File: config.mk
export PLATFORM = sky130hd
export DESIGN_NAME = constant_weight_gen_flat
export DESIGN_NICKNAME = d
export VERILOG_FILES = /design/src/rtl/constant_weight_gen_pkg.sv /design/src/rtl/constant_weight_gen_if.sv /design/src/rtl/constant_weight_gen_cwg_next.sv /design/src/rtl/constant_weight_gen.sv /design/src/flat_wrapper.sv
export SDC_FILE = /design/constraint.sdc
export NUM_CORES = 1
export LEC_CHECK = 0
export CORE_ASPECT_RATIO = 0.75
export CORE_MARGIN = 3
export CORE_UTILIZATION = 60
export CTS_BUF_LIST = sky130_fd_sc_hd__clkbuf_8
export CTS_CLUSTER_SIZE = 40
export DETAILED_ROUTE_END_ITERATION = 6
export DONT_BUFFER_PORTS = 1
export PLACE_DENSITY_LB_ADDON = 0.15
export SLEW_MARGIN = 20
export SYNTH_ARGS = -nofsm -noshare
export SYNTH_HDL_FRONTEND = slang
export SYNTH_SLANG_ARGS = --single-unit
File: constraint.sdc
create_clock -name clk -period 13.1 [get_ports clk]
set_input_delay 1.31 -clock clk [delete_from_list [all_inputs] [get_ports clk]]
set_output_delay 1.31 -clock clk [all_outputs]
set_load 0.02 [all_outputs]
File: src/rtl/constant_weight_gen_pkg.sv
// Shared definitions for the constant-weight word generator: word width helper,
// state encoding and the trailing-zero counter used by the next-word logic.
package constant_weight_gen_pkg;

  localparam int unsigned MAX_WIDTH = 64;

  localparam logic [0:0] IDLE = 1'b0;
  localparam logic [0:0] EMIT = 1'b1;

  function automatic int unsigned wordWidth(input int unsigned logBitWidth);
    return 32'd1 << logBitWidth;
  endfunction

  // Returns width when x has no set bit within the low width bits.
  function automatic logic [7:0] trailingZeros(input logic [MAX_WIDTH-1:0] x, input int width);
    logic [7:0] tz;
    tz = 8'(width);
    for (int i = MAX_WIDTH - 1; i >= 0; i--) begin
      if (i < width && x[i]) tz = 8'(i);
    end
    return tz;
  endfunction

endpackage

File: src/rtl/constant_weight_gen_if.sv
// Output stream of the constant-weight generator: word, index, last flag and
// a valid/ready handshake.
interface constant_weight_gen_if
  import constant_weight_gen_pkg::*;
#(
  parameter int unsigned log_bit_width = 5
);
  localparam int unsigned N = wordWidth(log_bit_width);

  logic [N-1:0] word_out;
  logic         out_valid;
  logic         out_ready;
  logic         last;
  logic [N-1:0] idx_out;

  modport master (
    output word_out,
    output out_valid,
    input  out_ready,
    output last,
    output idx_out
  );

  modport slave (
    input  word_out,
    input  out_valid,
    output out_ready,
    input  last,
    input  idx_out
  );
endinterface

File: src/rtl/constant_weight_gen_cwg_next.sv
// Combinational successor of a constant-weight word: the next larger word with
// the same number of ones, plus a flag marking the final word of the sequence.
module cwg_next
  import constant_weight_gen_pkg::*;
#(
  parameter  int unsigned log_bit_width = 5,
  localparam int unsigned N = wordWidth(log_bit_width)
) (
  input  logic [N-1:0]         x_i,
  input  logic [log_bit_width:0] k_i,
  output logic [N-1:0]         next_o,
  output logic                 last_o
);

  logic [N-1:0] lowBit;
  logic [N-1:0] sum;
  logic [N-1:0] diff;
  logic         carry;
  logic [7:0]   tz;

  // Ripple the lowest run of ones up by one and refill its remainder at the bottom.
  always_comb begin
    lowBit       = x_i & (~x_i + N'(1));
    {carry, sum} = {1'b0, x_i} + {1'b0, lowBit};
    tz           = trailingZeros(MAX_WIDTH'(x_i), int'(N));
    diff         = sum ^ x_i;
    next_o       = sum | (diff >> (tz + 8'd2));
    last_o       = carry | (k_i == '0);
  end

endmodule

File: src/rtl/constant_weight_gen.sv
// Streams every N-bit word with exactly k ones in increasing order, one word
// per accepted handshake.
module constant_weight_gen
  import constant_weight_gen_pkg::*;
#(
  parameter  int unsigned log_bit_width = 5,
  localparam int unsigned N = wordWidth(log_bit_width)
) (
  input  logic                   clk,
  input  logic                   rst_n,
  input  logic                   start,
  input  logic [log_bit_width:0] count_in,
  output logic                   busy,
  output logic                   err,
  constant_weight_gen_if.master  stream
);

  logic [0:0]             state_q, state_d;
  logic [N-1:0]           word_q, word_d;
  logic [N-1:0]           idx_q, idx_d;
  logic [log_bit_width:0] k_q, k_d;
  logic                   err_q, err_d;
  logic [N-1:0]           nextWord;
  logic                   nextLast;
  logic                   handshake;
  logic                   badCount;

  cwg_next #(.log_bit_width(log_bit_width)) u_next (
    .x_i    (word_q),
    .k_i    (k_q),
    .next_o (nextWord),
    .last_o (nextLast)
  );

  assign badCount  = count_in[log_bit_width] & (|count_in[log_bit_width-1:0]);
  assign handshake = (state_q == EMIT) & stream.out_ready;

  always_comb begin
    state_d = state_q;
    word_d  = word_q;
    idx_d   = idx_q;
    k_d     = k_q;
    err_d   = 1'b0;
    case (state_q)
      IDLE: begin
        if (start) begin
          if (badCount) begin
            err_d = 1'b1;
          end else begin
            // The smallest word of weight k is its k low bits set.
            state_d = EMIT;
            k_d     = count_in;
            word_d  = ~({N{1'b1}} << count_in);
            idx_d   = '0;
          end
        end
      end
      EMIT: begin
        if (handshake) begin
          if (nextLast) begin
            state_d = IDLE;
          end else begin
            word_d = nextWord;
            idx_d  = idx_q + N'(1);
          end
        end
      end
      default: state_d = IDLE;
    endcase
  end

  always_ff @(posedge clk or negedge rst_n) begin
    if (!rst_n) begin
      state_q <= IDLE;
      word_q  <= '0;
      idx_q   <= '0;
      k_q     <= '0;
      err_q   <= 1'b0;
    end else begin
      state_q <= state_d;
      word_q  <= word_d;
      idx_q   <= idx_d;
      k_q     <= k_d;
      err_q   <= err_d;
    end
  end

  assign stream.word_out  = word_q;
  assign stream.idx_out   = idx_q;
  assign stream.out_valid = (state_q == EMIT);
  assign stream.last      = (state_q == EMIT) & nextLast;
  assign busy             = (state_q == EMIT);
  assign err              = err_q;

endmodule
File: src/flat_wrapper.sv
// flat-port wrapper written by rule: the top's interface ports become plain ports
module constant_weight_gen_flat import constant_weight_gen_pkg::*;
#(
  parameter  int unsigned log_bit_width = 5,
  localparam int unsigned N = wordWidth(log_bit_width)
)
  (clk, rst_n, start, count_in, busy, err, stream_word_out, stream_out_valid, stream_out_ready, stream_last, stream_idx_out);
  constant_weight_gen_if #(.log_bit_width(log_bit_width)) stream_i ();
  input  logic clk;
  input  logic rst_n;
  input  logic start;
  input  logic [log_bit_width:0] count_in;
  output logic busy;
  output logic err;
  output wire logic [$bits(stream_i.word_out)-1:0] stream_word_out;
  output wire logic [$bits(stream_i.out_valid)-1:0] stream_out_valid;
  input wire logic [$bits(stream_i.out_ready)-1:0] stream_out_ready;
  output wire logic [$bits(stream_i.last)-1:0] stream_last;
  output wire logic [$bits(stream_i.idx_out)-1:0] stream_idx_out;
  assign stream_word_out = stream_i.word_out;
  assign stream_out_valid = stream_i.out_valid;
  assign stream_i.out_ready = stream_out_ready;
  assign stream_last = stream_i.last;
  assign stream_idx_out = stream_i.idx_out;
  constant_weight_gen #(.log_bit_width(log_bit_width)) u_core (.clk(clk), .rst_n(rst_n), .start(start), .count_in(count_in), .busy(busy), .err(err), .stream(stream_i));
endmodule
## Yosys cells after proc, flatten, opt, wreduce, memory -nomap -nowiden

Index checks and enable logic that the tools add are counted.

- Register bits: 72
- Bits of input ports: 10

- $add $sub $neg: 4
- Equality and inequality tests: 4
- Shift operators: 2
- Multiplexer cells: 50
- Bitwise gates (word level): 11
- Reductions and logical operators: 4

Operators with widths:

| operator | count |
|---|---|
| $mux 32 | 8 |
| $mux 8 | 26 |
| $pmux 32 s2 | 2 |
| $add 32x1->32 const B | 2 |
| $not 32->32 | 2 |
| $mux 6 | 6 |
| $add 32x32->33 | 1 |
| $and 32x32->32 | 1 |
| $or 32x32->32 | 1 |
| $shl 32x6->32 const A | 1 |
| $shr 32x8->32 | 1 |
| $xor 32x32->32 | 1 |
| $add 8x2->8 const B | 1 |
| $ne 2x2->1 const B | 4 |
| $mux 1 | 7 |
| $logic_not 6->1 | 1 |
| $reduce_or 5->1 | 1 |
| $reduce_and 4->1 | 1 |
| $and 1x1->1 | 3 |
| $reduce_and 3->1 | 1 |
| $not 1->1 | 2 |
| $pmux 1 s2 | 1 |
| $or 1x1->1 | 1 |

## Logic depth before layout (Yosys ltp)

- Word-level depth: 38
- Gate-level depth with buffers: 18
- Gate-level depth less buffers: 14

## Modules after synthesis

Synthesis repeated with hierarchy kept, for this count alone.

- Cells, all modules: 1,147
- Area total of the unflattened synthesis: 8,246.7 sq um

Modules (own cells, without submodules):

| module | instances | cells each | area an instance (sq um) |
|---|---|---|---|
| cwg_next | 1 | 720 | 4,491.8 |
| constant_weight_gen | 1 | 427 | 3,754.9 |

## Worst setup path before layout

No wires, ideal clock.

- Kind: flip-flop to flip-flop
- From: register u_core.word_q[20], in the netlist u_core.stream.word_out[20]
- To: register u_core.word_q[3], in the netlist u_core.stream.word_out[3]
- Setup time: 77 ps
- Data arrival time: 4,230 ps
- Data required time: 13,023 ps
- Path slack: 8,792 ps
- Cell stages (with the launch flop): 18
- Buffers on the path: 6
- Clock period less this slack: 4,308 ps
- Cell sequence: dfrtp_1 clkbuf_1 or2_2 o21ai_0 a221oi_1 o21ai_1 nand2_1 inv_2 clkbuf_1 buf_1 ha_1 clkbuf_1 xor2_1 clkbuf_1 buf_1 mux4_2 o21a_1 a21oi_1

- Longest elaborated chain between the ends: 27
- Elaborated cells between the ends (all ways): 35

RTL lines:

| element | line | text |
|---|---|---|
| from (decl) | constant_weight_gen.sv:19 | `logic [N-1:0] word_q, word_d;` |
| from (signal assigned) | constant_weight_gen.sv:81 | `word_q <= word_d;` |
| $mux 8 (21 in a row) | constant_weight_gen_pkg.sv:19 | `if (i < width && x[i]) tz = 8'(i);` |
| $add 8x2->8 | constant_weight_gen_cwg_next.sv:27 | `next_o = sum \| (diff >> (tz + 8'd2));` |
| $shr 32x8->32 | constant_weight_gen_cwg_next.sv:27 |  |
| $or 32x32->32 | constant_weight_gen_cwg_next.sv:27 |  |
| $mux 32 | constant_weight_gen.sv:60 | `if (nextLast) begin` |
| $mux 32 | constant_weight_gen.sv:59 | `if (handshake) begin` |
| $pmux 32 s2 | constant_weight_gen.sv:44 | `case (state_q)` |

Several ways; a longest one is shown, not always the timed one. The select of a mux whose other input is x is not followed.
A chain may end at the register's enable or synchronous reset.

## Worst setup path after layout

- From: register u_core.word_q[12], in the netlist u_core.stream.word_out[12]
- To: output stream_last

- Longest elaborated chain between the ends: 6

RTL lines:

| element | line | text |
|---|---|---|
| $not 32->32 | constant_weight_gen_cwg_next.sv:23 | `lowBit = x_i & (~x_i + N'(1));` |
| $add 32x1->32 | constant_weight_gen_cwg_next.sv:23 |  |
| $and 32x32->32 | constant_weight_gen_cwg_next.sv:23 |  |
| $add 32x32->33 (*) | constant_weight_gen_cwg_next.sv:24 | `{carry, sum} = {1'b0, x_i} + {1'b0, lowBit};` |
| $or 1x1->1 (*) | constant_weight_gen_cwg_next.sv:28 | `last_o = carry \| (k_i == '0);` |
| $and 1x1->1 (*) | constant_weight_gen.sv:91 | `assign stream.last = (state_q == EMIT) & nextLast;` |
| to (decl) | flat_wrapper.sv:18 | `output wire logic [$bits(stream_i.last)-1:0] stream_last;` |

Mark *: on every way between the ends. The rest lies on a longest branch, timed or not.

==> metrics.csv <==
stage;metric;value;unit
worst_setup_path;Max Fanout on Critical Path;16;
floorplan;Starting Density;0.6218;
sta;final hold vios;0;
sta;final period utilization;0.4399;
yosys;#FFs+latches synth;72;
clocking;htree depth;3;
final_layout;leading cell type in the layout, fill and taps excluded;nor2_1;
worst_setup_path;crit path to;stream_last;
sta;Final Max Tran Viols;0;
worst_setup_path;Worst Path Arrival;4.45;ns
worst_setup_path;r2r worst-path depth;15;
yosys;share of the yosys chip area belonging to registers;0.2203;
sta;Relative slew margins;0.2645;
sta;Worst-Margin Slew;1.096;ns
yosys;Netlist cell types;86;
worst_setup_path;R2R setup slack;7.58;ns
yosys;EDFF count, synth;0;
detailed_routing;detailed-route DRC error count;0;
grt;vias in the first global route;8379;
worst_setup_path;CP startpoint;u_core.stream.word_out[12]$_DFFE_PN0P_;
clocking;clock-pin slew on the worst setup and hold paths;0.12;ns
clocking;Max Buffers Root-to-Sink;2;
pwr;post-layout power;1.593;mW
final_layout;P&R area growth vs syn;1.989;%
final_layout;share of cells above drive strength 1;0.07863;
clocking;Hold Buf Count CTS;0;
yosys;Post-synth ARST share;1.000;
worst_setup_path;RR Startpoint;u_core.stream.word_out[24]$_DFFE_PN0P_;
detailed_routing;Routed WL per cell;26.19;um
detailed_routing;drt pass-1 iters;7;
floorplan;Die X-Extent;140.8;um
pwr;worst vdd ir;0.0001776;V
placed_design;detailed placement HPWL;24.32;mm
pwr;PwrDens;191.1;nW/um2
clocking;number of buffers created by CTS;9;
detailed_routing;drt via density;7.579;
min_path;min-delay src;u_core.k_q[1]$_DFFE_PN0P_;
detailed_routing;First DRT Iteration DRCs;1758;
job;max_cap viols;0;
clocking;TritonCTS clock tree;done;
min_path;Tightest Hold Check Type;flip-flop to flip-flop;
detailed_routing;via total after detailed routing;9489;
floorplan;DIE AREA;15080;um2
sta;final worst slack;7.337;ns
detailed_routing;WL final;32.79;mm
clocking;Sink Count;72;
worst_setup_path;Setup crit start kind;flip-flop;
floorplan;die height;107.1;um
sta;f_max;0.1735;GHz
placed_design;GPL Wtd Cong;1.064;
sta;Final TNS setup;0;ns
clocking;post-CTS setup buffer count;0;
sta;# setup viols final;0;
yosys;ys flop type;dfrtp_1;
clocking;CTS resizes;0;
final_layout;most frequent cells in the layout;nor2_1 (132), nand2_1 (123), a21oi_1 (96);
worst_setup_path;Reg2Reg Capture Point;u_core.stream.word_out[2]$_DFFE_PN0P_;
grt;total track usage;0.4258;
yosys;syn nets;1156;
sta;post-layout min period;5.763;ns
sta;unrepaired setup endpoints after global routing;false;
placed_design;port bufs;0;
placed_design;Area after DPL;8145;um2
final_layout;nets@finish;1088;
yosys;syn_area_per_cell;7.148;um2
pwr;Lkg Pwr;3.158;nW
outcome;outcome;completed;
placed_design;Place WS;7.807;ns
worst_setup_path;worst endpoint required time;11.79;ns
sta;Max Clock Skew;0.02925;ns
grt;first-pass GRT wire length;49.61;mm
grt;initial antenna violation count;0;
floorplan;IO Pins;78;
final_layout;storage element area;1802;um2
yosys;Cells after Synth;1144;
yosys;YS warnings;0;
yosys;Synth Cell Area;8178;um2
clocking;CTS root buf;clkbuf_8;
detailed_routing;Routed Antenna Nets;0;
floorplan;core area;13150;um2
final_layout;final non-filler cell area;8341;um2
grt;total grt overflow;0;
worst_setup_path;Worst Setup End Kind;output port;
grt;largest net degree at the start of global routing;73;
final_layout;Multi-input gate area;5908;um2
sta;final hold slack;0.5187;ns
final_layout;number of diodes;0;
floorplan;FP Rows;36;
final_layout;fill cell count;1240;
clocking;worst skew pair latency;0.41;ns
worst_setup_path;Setup Crit Path Kind;flip-flop to output port;
[report_power, final]
part | switching, mW | leakage, nW | internal [mW] | total [mW]
Sequential | 0.274 | 0.902 | 0.282 | 0.556
Clock | 0.114 | 0.0999 | 0.0748 | 0.189
Combinational | 0.561 | 2.16 | 0.287 | 0.848
Total | 0.949 | 3.16 | 0.644 | 1.59
[worst max-delay path, cell delays in order, from the launching register on]
cell	delay [ns]
dfrtp_1	0.57
buf_4	0.28
nor4_2	0.70
nand4_2	0.59
nor4_2	0.64
a211oi_1	0.29
a211o_1	0.44
and2_1	0.18
nand2_1	0.08
and2_1	0.28
[synthesized netlist by cell type, drive strengths merged (19+ instances only)]
library cell	number	area [um2]
nor2	133	499.2
nand2	123	461.7
a21oi	96	480.5
o21ai	90	450.4
clkbuf	72	270.3
dfrtp	72	1802
nor3	35	175.2
nand3	34	170.2
a211oi	25	192.7
inv	25	93.84
mux2i	25	250.2
buf	24	137.6
o211ai	22	165.2
nand4	21	137.6
xor2	20	175.2
nor4	19	188.9
[logic make-up (layout without fill, tap and decap cells)]
| kind of cell | Yosys count | in the layout | synth area share |
|---|---|---|---|
| adder cells (fa/ha/maj) | 2 | 2 | 0.003059 |
| AO/OA/AOI/OAI | 406 | 406 | 0.3355 |
| XOR/XNOR | 28 | 28 | 0.02999 |
| flip-flops | 72 | 72 | 0.2203 |
| AND/OR/NAND/NOR | 470 | 470 | 0.2861 |
| buffers and inverters | 121 | 58 | 0.06135 |
| multiplexers | 45 | 45 | 0.06365 |
[metal layers]
layer / vias up / global-route usage / share of wire / routed length [um]
met3: 75 / 0.1904 / 0.19 / 6112
met1: 4424 / 0.6424 / 0.41 / 13450
met5: - / 0 / 0 / 0
met4: 0 / 0.1196 / 0.026 / 853
met2: 819 / 0.5328 / 0.38 / 12370
li1: 4171 / - / - / -
[sequential cells by signal (all words and copies together) (netlist names)]
signal	count
u_core.stream.idx_out	32
u_core.stream.word_out	32
u_core.k_q	6
u_core.err	1
u_core.busy	1
[worst min path at each step]
stage                                      endpoint  slack, ns  depth (start not counted)
after floorplan           u_core.k_q[3]$_DFFE_PN0P_       0.48                          1
after global placement    u_core.k_q[4]$_DFFE_PN0P_       0.49                          1
after detailed placement  u_core.k_q[1]$_DFFE_PN0P_       0.50                          1
after CTS                 u_core.k_q[1]$_DFFE_PN0P_       0.52                          1
after global routing      u_core.k_q[0]$_DFFE_PN0P_       0.55                          1
final                     u_core.k_q[1]$_DFFE_PN0P_       0.52                          1
[per-stage QoR]
step                std cells  utilization
floorplan                1144            -
global placement         1236       0.6193
CTS                      1252       0.6341
finish                   1252       0.6341
detailed placement       1236       0.6193
global route             1252       0.6341
[layout make-up]
cell class / instances / share of cell area
timing repair buffer: 17 / 0.01530
clock buffer: 9 / 0.01485
tap: 171 / 0.02565
clock inverter: 7 / 0.008551
inverter: 25 / 0.01125
multi-input combinational: 951 / 0.7084
sequential: 72 / 0.2160
(Power assumes the default switching activity.)
